$ cat src/rtl/seq_pkg.sv
// Shared encodings for the stage sequencer: FSM states and trap causes.
package seq_pkg;

  typedef enum logic [2:0] {
    ST_INIT   = 3'd0,
    ST_FETCH  = 3'd1,
    ST_DECODE = 3'd2,
    ST_EXEC   = 3'd3,
    ST_MEM    = 3'd4,
    ST_WB     = 3'd5,
    ST_HALT   = 3'd6
  } state_e;

  localparam logic [1:0] CAUSE_EBREAK  = 2'd0;
  localparam logic [1:0] CAUSE_ILLEGAL = 2'd1;
  localparam logic [1:0] CAUSE_FAULT   = 2'd2;
  localparam logic [1:0] CAUSE_TIMEOUT = 2'd3;

endpackage

$ cat src/rtl/seq_watchdog.sv
// Per-stage watchdog. Counts cycles while en is high and flags expiry in the
// cycle that would be the (2^TO_W-1)-th counted cycle, so a done arriving in
// that same cycle (en low) still wins over the timeout.
module seq_watchdog #(
  parameter int TO_W = 8
) (
  input  logic clk,
  input  logic rst,
  input  logic clr,
  input  logic en,
  output logic expired
);

  // Count value seen during the last permitted cycle: 2^TO_W-2.
  localparam logic [TO_W-1:0] LAST = {{(TO_W-1){1'b1}}, 1'b0};

  logic [TO_W-1:0] cnt_q;

  // Cycle counter, cleared on every state entry.
  always_ff @(posedge clk) begin
    if (rst || clr) cnt_q <= '0;
    else if (en)    cnt_q <= cnt_q + 1'b1;
  end

  assign expired = en && (cnt_q == LAST);

endmodule

$ cat src/rtl/stage_sequencer.sv
// Multi-cycle sequencer for the single-issue core: walks one instruction
// through fetch/decode/execute/(mem)/writeback using start/done handshakes,
// owns the shared memory port select, the commit pulse and trap/halt status.
// Optional performance counters are built when STAGE_SEQ_PERF_EN is defined;
// otherwise cycle_cnt and instret read as zero.
module stage_sequencer
  import seq_pkg::*;
#(
  parameter int CNT_W = 32,
  parameter int TO_W  = 8
) (
  input  logic             clk,
  input  logic             rst,
  input  logic             stall,
  output logic             ifu_start,
  input  logic             ifu_done,
  output logic             idu_start,
  input  logic             idu_done,
  input  logic             idu_need_mem,
  input  logic             idu_illegal,
  output logic             exu_start,
  input  logic             exu_done,
  input  logic             ebreak,
  output logic             lsu_start,
  input  logic             lsu_done,
  input  logic             lsu_fault,
  output logic             mem_owner,
  output logic             wb_en,
  output logic             halted,
  output logic             good_trap,
  output logic [1:0]       trap_cause,
  output logic [2:0]       state_o,
  output logic [CNT_W-1:0] cycle_cnt,
  output logic [CNT_W-1:0] instret
);

  state_e     state_q, state_d;
  logic       first_q;       // high in the first cycle of each state
  logic       need_mem_q;
  logic       halted_q, good_trap_q;
  logic [1:0] cause_q;

  logic       halt_go, good_d;
  logic [1:0] cause_d;
  logic       stage_done, wd_en, wd_clr, wd_exp;

  // The done input that belongs to the current state; others are ignored.
  always_comb begin
    stage_done = 1'b0;
    unique case (state_q)
      ST_FETCH:  stage_done = ifu_done;
      ST_DECODE: stage_done = idu_done;
      ST_EXEC:   stage_done = exu_done;
      ST_MEM:    stage_done = lsu_done;
      default:   stage_done = 1'b0;
    endcase
  end

  assign wd_en  = (state_q inside {ST_FETCH, ST_DECODE, ST_EXEC, ST_MEM}) && !stage_done;
  assign wd_clr = (state_d != state_q);

  seq_watchdog #(.TO_W(TO_W)) u_wd (
    .clk     (clk),
    .rst     (rst),
    .clr     (wd_clr),
    .en      (wd_en),
    .expired (wd_exp)
  );

  // Next-state and trap selection; flags sampled with done beat normal flow.
  always_comb begin
    state_d = state_q;
    halt_go = 1'b0;
    good_d  = 1'b0;
    cause_d = CAUSE_EBREAK;
    unique case (state_q)
      ST_INIT: if (!stall) state_d = ST_FETCH;
      ST_FETCH: begin
        if (ifu_done) state_d = ST_DECODE;
        else if (wd_exp) begin
          state_d = ST_HALT; halt_go = 1'b1; cause_d = CAUSE_TIMEOUT;
        end
      end
      ST_DECODE: begin
        if (idu_done) begin
          if (idu_illegal) begin
            state_d = ST_HALT; halt_go = 1'b1; cause_d = CAUSE_ILLEGAL;
          end else state_d = ST_EXEC;
        end else if (wd_exp) begin
          state_d = ST_HALT; halt_go = 1'b1; cause_d = CAUSE_TIMEOUT;
        end
      end
      ST_EXEC: begin
        if (exu_done) begin
          if (ebreak) begin
            state_d = ST_HALT; halt_go = 1'b1; cause_d = CAUSE_EBREAK; good_d = 1'b1;
          end else state_d = need_mem_q ? ST_MEM : ST_WB;
        end else if (wd_exp) begin
          state_d = ST_HALT; halt_go = 1'b1; cause_d = CAUSE_TIMEOUT;
        end
      end
      ST_MEM: begin
        if (lsu_done) begin
          if (lsu_fault) begin
            state_d = ST_HALT; halt_go = 1'b1; cause_d = CAUSE_FAULT;
          end else state_d = ST_WB;
        end else if (wd_exp) begin
          state_d = ST_HALT; halt_go = 1'b1; cause_d = CAUSE_TIMEOUT;
        end
      end
      ST_WB:   state_d = ST_INIT;
      ST_HALT: state_d = ST_HALT;
      default: state_d = ST_INIT;
    endcase
  end

  // State, first-cycle flag, latched mem request and sticky trap status.
  always_ff @(posedge clk) begin
    if (rst) begin
      state_q     <= ST_INIT;
      first_q     <= 1'b0;
      need_mem_q  <= 1'b0;
      halted_q    <= 1'b0;
      good_trap_q <= 1'b0;
      cause_q     <= CAUSE_EBREAK;
    end else begin
      state_q <= state_d;
      first_q <= (state_d != state_q);
      if (state_q == ST_DECODE && idu_done) need_mem_q <= idu_need_mem;
      if (halt_go) begin
        halted_q    <= 1'b1;
        good_trap_q <= good_d;
        cause_q     <= cause_d;
      end
    end
  end

  assign ifu_start  = first_q && (state_q == ST_FETCH);
  assign idu_start  = first_q && (state_q == ST_DECODE);
  assign exu_start  = first_q && (state_q == ST_EXEC);
  assign lsu_start  = first_q && (state_q == ST_MEM);
  assign mem_owner  = (state_q == ST_MEM);
  assign wb_en      = (state_q == ST_WB);
  assign halted     = halted_q;
  assign good_trap  = good_trap_q;
  assign trap_cause = cause_q;
  assign state_o    = state_q;

`ifdef STAGE_SEQ_PERF_EN
  logic [CNT_W-1:0] cyc_q, ret_q;

  // Free-running cycle and retire counters; both freeze once halted.
  always_ff @(posedge clk) begin
    if (rst) begin
      cyc_q <= '0;
      ret_q <= '0;
    end else begin
      if (!halted_q) cyc_q <= cyc_q + 1'b1;
      if (wb_en)     ret_q <= ret_q + 1'b1;
    end
  end

  assign cycle_cnt = cyc_q;
  assign instret   = ret_q;
`else
  assign cycle_cnt = '0;
  assign instret   = '0;
`endif

endmodule

$ cat config.mk
export PLATFORM = sky130hd
export DESIGN_NAME = stage_sequencer
export DESIGN_NICKNAME = d
export VERILOG_FILES = /design/src/rtl/seq_pkg.sv /design/src/rtl/seq_watchdog.sv /design/src/rtl/stage_sequencer.sv
export SDC_FILE = /design/constraint.sdc
export NUM_CORES = 1
export LEC_CHECK = 0
export BUFFER_PORTS_ARGS = -buffer_cell sky130_fd_sc_hd__buf_2
export CORE_MARGIN = 2
export CORE_UTILIZATION = 25
export DETAILED_ROUTE_END_ITERATION = 12
export SYNTH_ARGS = -nofsm -noshare
export SYNTH_HDL_FRONTEND = slang
export SYNTH_SLANG_ARGS = --single-unit
$ cat constraint.sdc
create_clock -name clk -period 1.7 [get_ports clk]
set_input_delay 0.34 -clock clk [delete_from_list [all_inputs] [get_ports clk]]
set_output_delay 0.34 -clock clk [all_outputs]
set_load 0.01 [all_outputs]
-- Word-level counts from Yosys, hierarchy flattened
Index checks and enable logic that the tools add are counted.
- $add $sub $neg: 1
- eq/ne operators: 8
- multiplexer cells: 31
- reduce and logical (&&, ||, !) cells: 11
- operator list (cell ; count):
    $mux W3 ; 7
    $pmux W3 S6 ; 1
    $mux W2 ; 8
    $mux W1 ; 12
    $eq A3 B3 Y1 const B ; 3
    $add A8 B1 Y8 const B ; 1
    $eq A8 B8 Y1 const B ; 1
    $pmux W1 S4 ; 2
    $pmux W2 S4 ; 1
    $logic_and A1 B1 Y1 ; 7
    $eq A3 B2 Y1 const B ; 2
    $reduce_bool A4 Y1 ; 1
    $eq A3 B1 Y1 const B ; 1
    $logic_not A3 Y1 ; 1
    $ne A3 B3 Y1 ; 1
    $logic_not A1 Y1 ; 1
    $logic_or A1 B1 Y1 ; 1
- register bits: 17
- bits of input ports: 11
- output and inout port bits: 77

-- Logic depth before layout (Yosys ltp)
- word-level depth: 10
- gate-level depth with buffers: 7

-- Hierarchy
A second synthesis with hierarchy kept.
- cells, all modules: 194
- area total of the unflattened synthesis: 1567.8 µm²
- modules (own cells, without submodules) (module ; times used ; cells each ; area each (µm²)):
    stage_sequencer ; 1 ; 152 ; 1198.6
    seq_watchdog ; 1 ; 42 ; 369.1

-- Least setup slack after synthesis
Ideal clock, no wire load.
- path kind: flip-flop to flip-flop
- from: reg state_q[0], in the netlist state_o[0]
- to: reg good_trap_q, in the netlist good_trap
- setup time: 127 ps
- arrival: 1531 ps
- required time: 1573 ps
- setup slack: 42 ps
- stages on the path, launching flop included: 7
- clock period less this slack: 1658 ps
- cells stage by stage: dfxtp_1 or4b_1 o221ai_1 buf_6 o211ai_1 o2111ai_1 a21oi_1
- cells in the longest elaborated chain, start to end: 8
- elaborated cells between the ends (all ways): 16
- classes of those cells: eq/ne: 4; mux: 8; reduce/logical: 4
- RTL lines (what ; RTL line ; text):
    from (decl) ; stage_sequencer.sv:37 ; state_e state_q, state_d;
    from (signal assigned) ; stage_sequencer.sv:127 ; state_q <= state_d;
    $eq A3 B3 Y1 (tied with other cells) ; stage_sequencer.sv:50, stage_sequencer.sv:59, stage_sequencer.sv:76 ;
    $pmux W1 S4 ; stage_sequencer.sv:50 ; unique case (state_q)
    $logic_not A1 Y1 ; stage_sequencer.sv:59 ; assign wd_en = (state_q inside {ST_FETCH, ST_DECODE, ST_EXEC, ST_MEM}) && !stage_done;
    $logic_and A1 B1 Y1 ; stage_sequencer.sv:59 ;
    $logic_and A1 B1 Y1 ; seq_watchdog.sv:25 ; assign expired = en && (cnt_q == LAST);
    $mux W1 ; - ;
    $mux W1 (on tied branches) ; - ;
    $pmux W1 S4 ; stage_sequencer.sv:76 ; unique case (state_q)
    to (signal assigned) ; stage_sequencer.sv:132 ; good_trap_q <= good_d;
    to (decl) ; stage_sequencer.sv:40 ; logic halted_q, good_trap_q;
Several ways; a longest one is shown, not always the timed one.
A chain may end at the register's enable or synchronous reset.

-- Worst setup path in the final report
- from: reg state_q[2], in the netlist state_o[2]
- to: reg u_wd.cnt_q[1]
- cells in the longest elaborated chain, start to end: 10
- elaborated cells between the ends (all ways): 20
- classes of those cells: eq/ne: 6; mux: 8; reduce/logical: 6
- RTL lines (what ; RTL line ; text):
    $eq A3 B3 Y1 (tied with other cells) ; stage_sequencer.sv:50, stage_sequencer.sv:59, stage_sequencer.sv:76 ;
    $pmux W1 S4 ; stage_sequencer.sv:50 ;
    $logic_not A1 Y1 ; stage_sequencer.sv:59 ;
    $logic_and A1 B1 Y1 ; stage_sequencer.sv:59 ;
    $logic_and A1 B1 Y1 ; seq_watchdog.sv:25 ;
    $mux W3 ; - ;
    $mux W3 (on tied branches) ; - ;
    $pmux W3 S6 ; stage_sequencer.sv:76 ;
    $ne A3 B3 Y1 ; stage_sequencer.sv:60 ; assign wd_clr = (state_d != state_q);
    $logic_or A1 B1 Y1 ; seq_watchdog.sv:21 ; if (rst || clr) cnt_q <= '0;
    to (signal assigned) ; seq_watchdog.sv:22 ; else if (en) cnt_q <= cnt_q + 1'b1;
    to (decl) ; seq_watchdog.sv:17 ; logic [TO_W-1:0] cnt_q;
Several ways; a longest one is shown, not always the timed one.

==> results.md <==
* Ys async rst share at 0%
* Slowest Stage Delay on Critical Path at 0.35 ns
* Placement Setup Slack at -0.0930 ns
* HPWL Detailed at roughly 2600 um
* Worst Path Max Fanout at 11
* Layout Area Growth over Synthesis at 14.9%
* Layout cells sized above 1 at around 28%
* Nets@finish at 250
* Setup ws final at 0.0461 ns
* Post-route cell area at roughly 0.0018 mm^2
* EDFF count, synth at 0
* Power, Total at 1.13 mW
* Die Y at 82.6 um
* Die footprint at ~0.0068 mm^2
* CP required at about 1.9 ns
* Max Cap Violations at 0
* ANT nets after route at 0
* Setup TNS at 0 ns
* First-pass GRT wire length at between 4000 and 5000 um
* # DRC at 0
* Worst setup EP type: flop
* VDD IR max at about 0.28 mV
* Final Hold Vio Count at 0
* I/O pin cnt at ~90
* Worst path cell trace: buf_4, xnor2_1, o221ai_4, nand3_1, nand4b_4, a211oi_2
* Initial antenna violation count at 0
* Power per cell area at 637 mW/mm^2
* CTS tree: built
* Die Span X at between 80 and 90 um
* Worst clock skew at 0.00526 ns
* Final worst path period share at between 90% and 100%
* Avg WL per Cell at 10.9 um
* Slew Viols, Final at 0
* Diode count at 0
* Top_reg_cell synth: dfxtp_1
* Post-DR vias/cell at slightly above 4
* Routability Congestion at 0.874
* Core Rows at 28
* Tmin final at 1.65 ns
* CTS Buffer Depth at 2
* Post-synthesis register bit count at 17
* Initial core utilization at between 20 and 30%
* Num CTS Buffers at 3
* Total routed wirelength at ~3400 um
* Status: complete, no violations
* Core Area at around 0.0060 mm^2
* Fmax at 605 MHz
* Gate Count Post-Synth at 195
* R2r setup slk at 0.05 ns
* P_leak at ~0.84 nW
* Total gr overflow at 0
* YS warnings at 0
* Synth Area per Inst at around 7.9 um^2
* Crit path DAT at around 1.8 ns
* Critical-path cell with the highest stage delay: dfxtp_2
* Clock latency on the worst-skew pair at about 0.26 ns
* Placement Cell Area at roughly 0.0016 mm^2
* Final setup viols at 0
* CTS root buf: clkbuf_8
* CTS sink count at 17
* Mapped Area at approximately 0.0015 mm^2
* Synth cell types at between 40 and 50
* Pin count of the biggest net entering global routing at 13
* First-pass DRT Iterations at 4
* Clk pin slew, worst setup/hold paths at 0.07 ns
* RSZ-0062 raised after global routing: yes
* Drt initial violations at between 80 and 90
* Vias in the first global route at just over 1000
* Setup CP Type: flop to flop
* GR Util All Layers at 9.30%
* DR vias at ~1300
* H-tree levels at 1
* Sequential-to-total area share from yosys stat at roughly 22%
* Hold WC Path Type: input pin to flop
* # port buffers at 23
* Setup crit start kind: flop
through the flow:
| step | util, % | hold slack, ns | cells |
|---|---|---|---|
| global route | 29.8 | 0.340 | 311 |
| global placement | 27.0 | 0.451 | 304 |
| CTS | 28.3 | 0.336 | 308 |
| detailed placement | 27.0 | 0.454 | 304 |
| finish | 29.8 | 0.344 | 311 |
| floorplan | - | 0.433 | 258 |
Yosys cell counts, drive strengths merged (2+ instances only):
cell | n | share of area (%)
a21o | 2 | 0.97
a21oi | 7 | 2.3
a31oi | 5 | 2.4
and2 | 4 | 1.8
and3 | 6 | 2.4
and3b | 2 | 1.1
buf | 68 | 33
clkbuf | 2 | 0.49
dfxtp | 17 | 22
ha | 2 | 1.6
inv | 2 | 0.49
nand2 | 11 | 2.7
nand2b | 2 | 0.81
nand3 | 9 | 2.9
nand3b | 3 | 1.5
nand4 | 4 | 1.6
nand4b | 3 | 2.1
nor2 | 15 | 3.6
nor2b | 3 | 1.2
o21ai | 3 | 0.97
or2 | 2 | 0.81
xnor2 | 2 | 1.1
xor2 | 6 | 3.4
layout by cell type, fill, tap and decap left out, drive strengths merged, types with 3 or more instances in the layout:
cell type,n
conb,64
buf,44
dfxtp,17
nor2,15
nand2,11
nand3,9
a21oi,7
xor2,6
and3,6
a31oi,5
nand4,4
and2,4
nand3b,3
clkbuf,3
o21ai,3
nor2b,3
nand4b,3
path summary, 6_finish.rpt:
check / from / end / cells past startpoint
min reg2reg: need_mem_q$_SDFFE_PP0P_ / need_mem_q$_SDFFE_PP0P_ / 2
min: idu_need_mem / need_mem_q$_SDFFE_PP0P_ / 3
max reg2reg: state_o[2]$_SDFF_PP0_ / u_wd.cnt_q[1]$_SDFFE_PP0P_ / 6
max: state_o[2]$_SDFF_PP0_ / u_wd.cnt_q[1]$_SDFFE_PP0P_ / 6
final cells by class:
cell class | count | area, um^2
inverter | 2 | 7.51
clock buffer | 3 | 41.3
fill | 671 | 4180
clock inverter | 1 | 5.00
timing repair buffer | 44 | 285
tap | 75 | 93.8
multi-input combinational | 169 | 997
sequential | 17 | 343
state kept, by name, summed over array words and instances, names as in the netlist:
name        cells
first_q         1
good_trap       1
halted          1
need_mem_q      1
state_o         3
trap_cause      2
u_wd.cnt_q      8
cells by family (layout without fill, tap and decap cells):
| family | count (synthesis) | in the layout | synth area share, % |
|---|---|---|---|
| other | 1 | 64 | 0.243 |
| adders and majority gates | 2 | 2 | 1.62 |
| buffers and inverters | 72 | 50 | 33.9 |
| AOI/OAI and AO/OA | 26 | 26 | 11.9 |
| and+or+nand+nor | 69 | 69 | 25.7 |
| DFF | 17 | 17 | 22.1 |
| xor gates and xnor gates | 8 | 8 | 4.54 |
what timing repair did:
item | in CTS | in global routing
setup buffers | 0 | 2
setup endpoints to repair | 14 | 19
hold buffers | 0 | 0
cloned | 0 | 1
pin swaps | 0 | 1
resized for setup | 7 | 16
worst max-delay path, delay by kind of cell, from the launching register on:
kind / cells / cell delay [ns]
simple gates: 2 / 0.38
compound gates: 2 / 0.38
flops: 1 / 0.35
xor+xnor: 1 / 0.27
buf+inv: 1 / 0.18
power by group:
| group | internal [mW] | switching (mW) |
|---|---|---|
| sequential | 0.416 | 0.0120 |
| combinational | 0.155 | 0.230 |
| clock | 0.163 | 0.152 |
metal layers:
metal  global-route usage [%]  routed length [um]  vias up
li1                         -                   -      625
met1                     12.2                1460      566
met2                     14.8                1580       70
met3                     2.83                 326        6
met4                     2.46                  30        0
met5                        0                   0        -
Note: power is estimated with default switching activity, not from simulation.
